File: config.mk
export PLATFORM = sky130hd
export DESIGN_NAME = shifter_pipe
export DESIGN_NICKNAME = d
export VERILOG_FILES = /design/src/rtl/shifter_pkg.sv /design/src/rtl/shifter_pipe_stage.sv /design/src/rtl/shifter_pipe.sv
export SDC_FILE = /design/constraint.sdc
export NUM_CORES = 1
export LEC_CHECK = 0
export CAP_MARGIN = 20
export CELL_PAD_IN_SITES_DETAIL_PLACEMENT = 0
export CELL_PAD_IN_SITES_GLOBAL_PLACEMENT = 1
export CORE_ASPECT_RATIO = 2
export CORE_UTILIZATION = 46
export CTS_BUF_LIST = sky130_fd_sc_hd__clkbuf_8 sky130_fd_sc_hd__clkbuf_16
export DETAILED_ROUTE_END_ITERATION = 8
export GPL_TIMING_DRIVEN = 1
export PLACE_DENSITY_LB_ADDON = 0.1
export SLEW_MARGIN = 20
export SYNTH_ARGS = -nofsm -noshare
export SYNTH_HDL_FRONTEND = slang
export SYNTH_SLANG_ARGS = --single-unit
File: constraint.sdc
create_clock -name clk -period 3.85 [get_ports clk]
set_input_delay 0.77 -clock clk [delete_from_list [all_inputs] [get_ports clk]]
set_output_delay 0.77 -clock clk [all_outputs]
set_load 0.01 [all_outputs]
File: src/rtl/shifter_pkg.sv
// Shared definitions for the pipelined barrel shifter: mode encoding and mode helpers.
package shifter_pkg;

  typedef enum logic [2:0] {
    MODE_SRL = 3'b000,
    MODE_SLL = 3'b001,
    MODE_SRA = 3'b010,
    MODE_ROR = 3'b011,
    MODE_ROL = 3'b100
  } shift_mode_e;

  // Codes 101..111 are reserved: data passes through unshifted and is flagged.
  function automatic logic is_reserved(input logic [2:0] mode);
    return mode > MODE_ROL;
  endfunction

  // Left modes are built from the right-shift core by reversing bits on entry and exit.
  function automatic logic is_left(input logic [2:0] mode);
    return (mode == MODE_SLL) || (mode == MODE_ROL);
  endfunction

  function automatic logic is_rot(input logic [2:0] mode);
    return (mode == MODE_ROR) || (mode == MODE_ROL);
  endfunction

endpackage

File: src/rtl/shifter_pipe_stage.sv
// One register stage of the shifter: applies a contiguous range of shift levels
// (each level k shifts right by 2^k) and holds the beat with its valid/ready slice.
module shifter_pipe_stage
  import shifter_pkg::*;
#(
  parameter int WIDTH    = 32,
  parameter int LO_LEVEL = 0,
  parameter int HI_LEVEL = 0,
  parameter int AW       = $clog2(WIDTH)
) (
  input  logic             clk,
  input  logic             rst,
  input  logic             in_valid,
  output logic             in_ready,
  input  logic [WIDTH-1:0] in_data,
  input  logic [AW-1:0]    in_amount,
  input  logic [2:0]       in_mode,
  input  logic             in_fill,
  input  logic             in_err,
  output logic             out_valid,
  input  logic             out_ready,
  output logic [WIDTH-1:0] out_data,
  output logic [AW-1:0]    out_amount,
  output logic [2:0]       out_mode,
  output logic             out_fill,
  output logic             out_err
);

  localparam logic [WIDTH-1:0] ONES = '1;

  logic             r_valid;
  logic [WIDTH-1:0] r_data;
  logic [AW-1:0]    r_amount;
  logic [2:0]       r_mode;
  logic             r_fill;
  logic             r_err;
  logic [WIDTH-1:0] w_shifted;

  // The stage can take a new beat when it is empty or its current beat leaves this cycle.
  assign in_ready = !r_valid || out_ready;

  // Apply this stage's shift levels; reserved-mode beats pass through untouched.
  always_comb begin
    w_shifted = in_data;
    for (int k = LO_LEVEL; k <= HI_LEVEL; k++) begin
      if (in_amount[k] && !in_err) begin
        if (is_rot(in_mode)) begin
          w_shifted = (w_shifted >> (1 << k)) | (w_shifted << (WIDTH - (1 << k)));
        end else begin
          w_shifted = (w_shifted >> (1 << k)) | (in_fill ? ~(ONES >> (1 << k)) : '0);
        end
      end
    end
  end

  // Stage register: load on accept, otherwise hold the beat stable for the consumer.
  always_ff @(posedge clk or posedge rst) begin
    if (rst) begin
      r_valid  <= 1'b0;
      r_data   <= '0;
      r_amount <= '0;
      r_mode   <= 3'b000;
      r_fill   <= 1'b0;
      r_err    <= 1'b0;
    end else if (in_ready) begin
      r_valid <= in_valid;
      if (in_valid) begin
        r_data   <= w_shifted;
        r_amount <= in_amount;
        r_mode   <= in_mode;
        r_fill   <= in_fill;
        r_err    <= in_err;
      end
    end
  end

  assign out_valid  = r_valid;
  assign out_data   = r_data;
  assign out_amount = r_amount;
  assign out_mode   = r_mode;
  assign out_fill   = r_fill;
  assign out_err    = r_err;

endmodule

File: src/rtl/shifter_pipe.sv
// Pipelined barrel shifter/rotator with valid/ready handshake and full backpressure.
// Entry reversal turns left modes into right shifts; exit reversal restores the order.
module shifter_pipe
  import shifter_pkg::*;
#(
  parameter int  WIDTH  = 32,
  parameter int  STAGES = 2,
  localparam int AW     = $clog2(WIDTH)
) (
  input  logic             clk,
  input  logic             rst,
  input  logic             in_valid,
  output logic             in_ready,
  input  logic [WIDTH-1:0] in_data,
  input  logic [AW-1:0]    in_amount,
  input  logic [2:0]       in_mode,
  output logic             out_valid,
  input  logic             out_ready,
  output logic [WIDTH-1:0] out_data,
  output logic             out_err
);

  localparam int LEVELS = $clog2(WIDTH);

  logic [STAGES:0]            w_valid;
  logic [STAGES:0]            w_ready;
  logic [STAGES:0]            w_fill;
  logic [STAGES:0]            w_err;
  logic [STAGES:0][WIDTH-1:0] w_data;
  logic [STAGES:0][AW-1:0]    w_amount;
  logic [STAGES:0][2:0]       w_mode;
  logic [AW:0]                w_unusedTail;

  function automatic logic [WIDTH-1:0] bitRev(input logic [WIDTH-1:0] d);
    logic [WIDTH-1:0] r;
    for (int i = 0; i < WIDTH; i++) begin
      r[i] = d[WIDTH-1-i];
    end
    return r;
  endfunction

  assign w_valid[0]      = in_valid;
  assign w_data[0]       = is_left(in_mode) ? bitRev(in_data) : in_data;
  assign w_amount[0]     = in_amount;
  assign w_mode[0]       = in_mode;
  assign w_fill[0]       = (in_mode == MODE_SRA) && in_data[WIDTH-1];
  assign w_err[0]        = is_reserved(in_mode);
  assign in_ready        = w_ready[0];
  assign w_ready[STAGES] = out_ready;

  // Level k lives in stage floor(k*STAGES/LEVELS), giving each stage a contiguous range.
  for (genvar s = 0; s < STAGES; s++) begin : g_stage
    localparam int LO = (s * LEVELS + STAGES - 1) / STAGES;
    localparam int HI = ((s + 1) * LEVELS + STAGES - 1) / STAGES - 1;

    shifter_pipe_stage #(
      .WIDTH    (WIDTH),
      .LO_LEVEL (LO),
      .HI_LEVEL (HI),
      .AW       (AW)
    ) u_stage (
      .clk        (clk),
      .rst        (rst),
      .in_valid   (w_valid[s]),
      .in_ready   (w_ready[s]),
      .in_data    (w_data[s]),
      .in_amount  (w_amount[s]),
      .in_mode    (w_mode[s]),
      .in_fill    (w_fill[s]),
      .in_err     (w_err[s]),
      .out_valid  (w_valid[s+1]),
      .out_ready  (w_ready[s+1]),
      .out_data   (w_data[s+1]),
      .out_amount (w_amount[s+1]),
      .out_mode   (w_mode[s+1]),
      .out_fill   (w_fill[s+1]),
      .out_err    (w_err[s+1])
    );
  end

  assign out_valid    = w_valid[STAGES];
  assign out_data     = is_left(w_mode[STAGES]) ? bitRev(w_data[STAGES]) : w_data[STAGES];
  assign out_err      = w_err[STAGES];
  assign w_unusedTail = {w_fill[STAGES], w_amount[STAGES]};

endmodule
Word-level counts from Yosys, hierarchy flattened
Cells that the tools add are included.
{ "classes": {"bitwise_logic": 10, "eq_ne": 8, "mux": 17, "order_cmp": 1, "n_reduce_logical": 18} }
{ "ops": {"columns": ["operator", "n"], "rows": [
  ["2-to-1 mux 32 bit", 17],
  ["OR 16 x 32 -> 32 bit", 2],
  ["OR 24 x 32 -> 32 bit", 2],
  ["OR 28 x 32 -> 32 bit", 2],
  ["OR 30 x 32 -> 32 bit", 2],
  ["OR 31 x 32 -> 32 bit", 2],
  ["equality test 3 x 2 -> 1 bit, second input constant", 3],
  ["equality test 3 bit, second input constant", 3],
  ["equality test 3 x 1 -> 1 bit, second input constant", 2],
  ["logical AND 1 bit", 6],
  ["logical OR 1 bit", 6],
  ["logical NOT 1 bit", 4],
  ["AND reduction 2 bit", 2],
  ["greater-than comparator 3 bit, second input constant", 1]
]} }
{ "totals": {"regBits": 80, "word_cells": 64, "inputBits": 44, "output_inout_bits": 35} }

Logic depth before layout (Yosys ltp)
{ "depth": {"ltp_word": 12, "mapped_depth": 9, "mapped_depth_nobuf": 6} }

Hierarchy
Synthesis repeated with hierarchy kept, for this count alone.
{ "hier_totals": {"hier_cells": 577, "area_unflattened_um2": 6149.6} }
{ "by_module_without_submodules": {"columns": ["module", "cells_per_inst", "area_each_um2", "n_inst", "seq_area_each_um2"], "rows": [
  ["shifter_pipe_stage at g_stage[0].u_stage", 260, 2806.4, 1, 1076.0],
  ["shifter_pipe_stage at g_stage[1].u_stage", 241, 2487.4, 1, 1076.0],
  ["shifter_pipe", 76, 855.8, 1, 0.0]
]} }

Worst setup path after synthesis
OpenSTA, ideal clock, no wires.
{ "synth_timing": {"path_kind": "input-to-reg", "from": "input port in_mode[0]", "to": "register g_stage[0].u_stage.r_data[2]", "stages": 8, "required_time_ns": 3.724, "arrival_time_ns": 2.293, "setup_ns": 0.126, "path_buffers": 2, "setup_slack_ns": 1.431, "path_cell_list": "buf_4 > o21a_1 > nor2_1 > buf_4 > mux2i_1 > a32oi_1 > and3_1 > a221o_1"} }
{ "synth_via": {"elab_chain_cells": 12, "word_cells_on_any_way": 23, "cone_classes": "order compare: 1; eq/ne: 3; mux: 7; bitwise: 6; reduce/logical: 6"} }
{ "synth_lines": {"columns": ["element", "line_no", "rtl"], "rows": [
  ["start, declared", "shifter_pipe.sv:16", "input logic [2:0] in_mode,"],
  ["equality test 3 x 1 -> 1 bit or equality test 3 bit (tied branches)", "shifter_pkg.sv:19, shifter_pkg.sv:23", null],
  ["logical OR 1 bit", "shifter_pkg.sv:19", "return (mode == MODE_SLL) || (mode == MODE_ROL);"],
  ["2-to-1 mux 32 bit", "shifter_pipe.sv:43", "assign w_data[0] = is_left(in_mode) ? bitRev(in_data) : in_data;"],
  ["OR 31 x 32 -> 32 bit (on tied branches)", "shifter_pipe_stage.sv:50, shifter_pipe_stage.sv:48", null],
  ["2-to-1 mux 32 bit", "shifter_pipe_stage.sv:47", "if (is_rot(in_mode)) begin"],
  ["2-to-1 mux 32 bit", "shifter_pipe_stage.sv:46", "if (in_amount[k] && !in_err) begin"],
  ["OR 30 x 32 -> 32 bit (on tied branches)", "shifter_pipe_stage.sv:50, shifter_pipe_stage.sv:48", null],
  ["2-to-1 mux 32 bit", "shifter_pipe_stage.sv:47", null],
  ["2-to-1 mux 32 bit", "shifter_pipe_stage.sv:46", null],
  ["OR 28 x 32 -> 32 bit (on tied branches)", "shifter_pipe_stage.sv:50, shifter_pipe_stage.sv:48", null],
  ["2-to-1 mux 32 bit", "shifter_pipe_stage.sv:47", null],
  ["2-to-1 mux 32 bit *", "shifter_pipe_stage.sv:46", null],
  ["end signal, assigned", "shifter_pipe_stage.sv:68", "r_data <= w_shifted;"],
  ["end, declared", "shifter_pipe_stage.sv:32", "logic [WIDTH-1:0] r_data;"]
]} }
Every way passes the cells marked *; elsewhere a longest branch is shown, timed or not.
A chain may end at the register's enable or synchronous reset.

Final worst setup path
{ "layout_timing": {"from": "input port in_mode[0]", "to": "register g_stage[0].u_stage.r_data[1]"} }
The elaborated chain is that of the path after synthesis.

==> results.md <==
* Sw Pwr at 1.34 mW
* Switch share at 34.7%
* Mapped Nets at 806
* Placed wire-length estimate at 17.5 mm
* Reg power frac at 31.0%
* Count of final setup violators at 0
* Initial antenna violation count at 0
* Worst-skew pair later-pin latency at 0.33 ns
* Buf/Inv on CP at 2
* Worst slew pin tran at 0.936 ns
* Largest family of logic cells by synthesized area: compound AO/OA/AOI/OAI gates
* Crit path launch type: input pin
* Fmax at 0.315 GHz
* IO Port Bufs at 78
* Reg2reg end: g_stage[1].u_stage.out_data[28]$_DFFE_PP0P_
* Number of synthesized flops with an enable pin at 0
* Int Power at 2.51 mW
* Vias per std cell at 6.57
* # resized after CTS at 0
* Simple-gate share of the synthesized area at 18.3%
* Hold Crit Depth at 2
* Syn. warnings at 0
* Pre-antenna DRT Iters at 7
* Area growth from synthesis to layout at 21.2%
* Top cell family by delay on the critical path: compound AO/OA/AOI/OAI gates
* Slew HR at 37.4%
* DP Area at 7250 µm²
* # clock sinks at 77
* FP Rows at 59
* Worst Hold Path EP: g_stage[0].u_stage.out_amount[4]$_DFFE_PP0P_
* Root buf cell: clkbuf_16
* Chip height at 167 µm
* Max-Cap Viols at 0
* Synth top cells by count: 100 x o21ai_0, 95 x nand2_1, 77 x dfrtp_1
* # fillers at 1234
* Drt drc at 8
* CTS tree: done
* Logic pwr share at 45.6%
* Fin Setup TNS at 0 ns
* Pins Over Slew Limit at 0
* Clk buf depth at 2
* Initial Utilization at 47.6%
* Post-Syn Area at 6250 µm²
* Final WL at 22.2 mm
* CP max FO at 6
* Io pins at 79
* Clk pwr share at 23.4%
* Seq/Total Area, Yosys at 30.8%
* Post-DRT Antenna Nets at 0
* CP required at 4.10 ns
* Endpoint class of the critical path: register
* Period minus WS final at 3.18 ns
* Post-Synthesis Cells at 762
* CP arrival at 3.43 ns
* Reg area at 1930 µm²
* Most frequent cell after synthesis: o21ai_0
* First-pass GRT wire length at 34.8 mm
* Slowest stage delay, CP at 0.61 ns
* Status: complete, but fails checks
* Wire length per cell at 22.7 µm
* Remaining Overflow, GRT at 0
* Die area at 14100 µm²
* RR Startpoint: g_stage[0].u_stage.out_err$_DFFE_PP0P_
* Pwr dens at 508 nW/µm²
* Share of layout cells above drive strength 1 at 15.2%
* Failing checks: DRC
* Hold-fix buffers, CTS at 0
* HP Start: g_stage[0].u_stage.out_amount[4]$_DFFE_PP0P_
* Distinct cells, synth at 68
* Worst-path clk slew at 0.06 ns
* Final Cycle Share at 82.5%
* CP Cell Sequence: clkdlybuf4s50_1 -> buf_4 -> nor2b_1 -> o21ai_0 -> a32o_1 -> a221oi_1 -> nand2_1 -> a21oi_1
* Post-synth ARST share at 100%
* Worst hold path type: register to register
* Largest net degree at the start of global routing at 78
* Post-synth top area cell: dfrtp_1
* Critical Path Stages at 8
* Post-Synth XOR/XNOR Area at 0.861%
* Top cell type's share of synthesized area at 30.8%
* #FFs+latches synth at 77
* Max IR drop VDD at 214 µV
* GPL Wtd Cong at 0.988
* Synth Area in Compound Gates at 28.3%
* DRT iter0 DRCs at 467
* Post-synthesis mux area share at 16.6%
* Final hold vios at 0
* Antenna cell count at 0
* Gr usage total at 32.2%
* Clock Skew at 0.00735 ns
* CTS buffer count at 9
* Slowest-stage cell, CP: nor2b_1
* Syn_area_per_cell at 8.20 µm²
* Post-layout net count at 867
* Final Util at 57.6%
* Vias in the first global route at 6317
* Final Cell Area at 7570 µm²
* Ranking of synthesized cells by area: dfrtp_1 31%, mux2_2 9.4%, o21ai_0 8.0%
* Die Span X at 84.4 µm
* Top FF cell, synth: dfrtp_1
* Reg-to-reg slack, setup at 1.48 ns
* Multi-input gate area at 4020 µm²
* Vias at 6434
* Worst Setup Path Type: input pin to register
* H-tree lvl count at 3
* Leak pwr at 3.10 nW
* Synth Area in Adders at 0%
* CORE AREA at 13100 µm²
* Post CTS Setup Buffer Count at 0
* RSZ-0062 raised after global routing: false
* Length in cells of the worst reg-to-reg path at 5
-- worst max path at each step --
| stage | endpoint | from | slack, ns |
|---|---|---|---|
| 6_report | g_stage[0].u_stage.out_data[1]$_DFFE_PP0P_ | in_mode[0] | 0.67 |
| 5_1_grt | g_stage[0].u_stage.out_data[1]$_DFFE_PP0P_ | in_mode[2] | 0.69 |
| 4_1_cts | g_stage[0].u_stage.out_data[1]$_DFFE_PP0P_ | in_mode[0] | 0.73 |
| 3_5_place_dp | g_stage[0].u_stage.out_data[1]$_DFFE_PP0P_ | in_mode[0] | 0.40 |
| 3_3_place_gp | g_stage[0].u_stage.out_data[1]$_DFFE_PP0P_ | in_mode[0] | 0.45 |
| 2_1_floorplan | g_stage[0].u_stage.out_amount[3]$_DFFE_PP0P_ | rst | 1.11 |
-- worst register-to-register path, cell delays in order (launching register included) --
cell	delay, ns
dfrtp_1	0.44
nor2b_4	0.60
buf_4	0.35
a31oi_1	0.14
o21ai_0	0.51
o21ai_0	0.16
-- metrics by stage --
| stage | setup WS, ns | cells | power (mW) | hold WS (ns) |
|---|---|---|---|---|
| floorplan | 1.11 | 762 | 2.19 | 0.438 |
| global placement | 0.454 | 964 | 2.91 | 0.455 |
| detailed placement | 0.398 | 964 | 2.96 | 0.463 |
| CTS | 0.732 | 980 | 3.87 | 0.477 |
| global route | 0.692 | 980 | 4.05 | 0.504 |
| finish | 0.673 | 980 | 3.85 | 0.475 |
-- logic make-up (layout without fill, tap and decap cells) --
group	count (synthesis)	in the layout
AOI/OAI and AO/OA	272	272
buffers and inverters	77	143
xor gates and xnor gates	4	4
and+or+nand+nor	244	244
muxes	88	88
DFF	77	77
-- metal layers --
layer	vias up	wire length, µm	global-route usage (%)
met1	3041	7270	31.9
met2	303	11800	59.8
met4	0	1890	25.4
met3	98	1210	3.22
li1	2992	-	-
met5	-	0	0
-- state kept, by name (all words and copies together) (netlist names) --
register / count
g_stage.u_stage.out_data: 64
g_stage.u_stage.out_amount: 2
g_stage.u_stage.out_fill: 1
g_stage.u_stage.out_valid: 2
g_stage.u_stage.out_err: 2
g_stage.u_stage.out_mode: 6
-- cell type report --
cell class	count	area share, %
clock inverter	5	0.991
sequential	77	25.4
clock buffer	11	3.34
multi-input combinational	608	53.0
tap	152	2.51
inverter	12	0.595
timing repair buffer	115	14.1
-- cells in the final DEF (no fill, tap or decap), types with 3 or more instances in the layout --
master,synthesis,layout
a211oi_1,11,11
inv_1,11,12
nand3_1,38,38
a221oi_1,6,6
clkdlybuf4s50_1,0,77
nand3b_1,4,4
mux2i_1,28,28
a32o_1,3,3
a21boi_0,3,3
clkbuf_16,0,9
a32oi_1,5,5
o31ai_1,3,3
mux2_2,52,52
a22oi_1,5,5
o21ai_0,100,100
o22ai_1,10,10
a31oi_1,18,18
nor2_1,45,44
xnor2_1,3,3
a211o_1,5,5
and3_1,10,10
o32ai_1,8,8
nor2b_1,6,4
a221o_1,12,12
nor3b_1,5,5
buf_4,2,36
mux4_2,4,4
nand2_1,95,94
nand4_1,3,3
dfrtp_1,77,77
and2_1,9,9
o211ai_1,3,3
o21a_1,3,3
nand2b_1,9,9
a21o_1,8,8
a21oi_1,42,42
nor3_1,9,9
o221ai_1,7,7
-- power by group through the flow --
stage | sequential [mW] | clock (mW) | combinational [mW]
after floorplan | 1.14 | 0 | 1.05
after global placement | 1.19 | 0 | 1.72
after detailed placement | 1.21 | 0 | 1.75
after CTS | 1.20 | 0.914 | 1.76
after global routing | 1.22 | 0.946 | 1.89
final | 1.19 | 0.900 | 1.76
(Power assumes the default switching activity.)
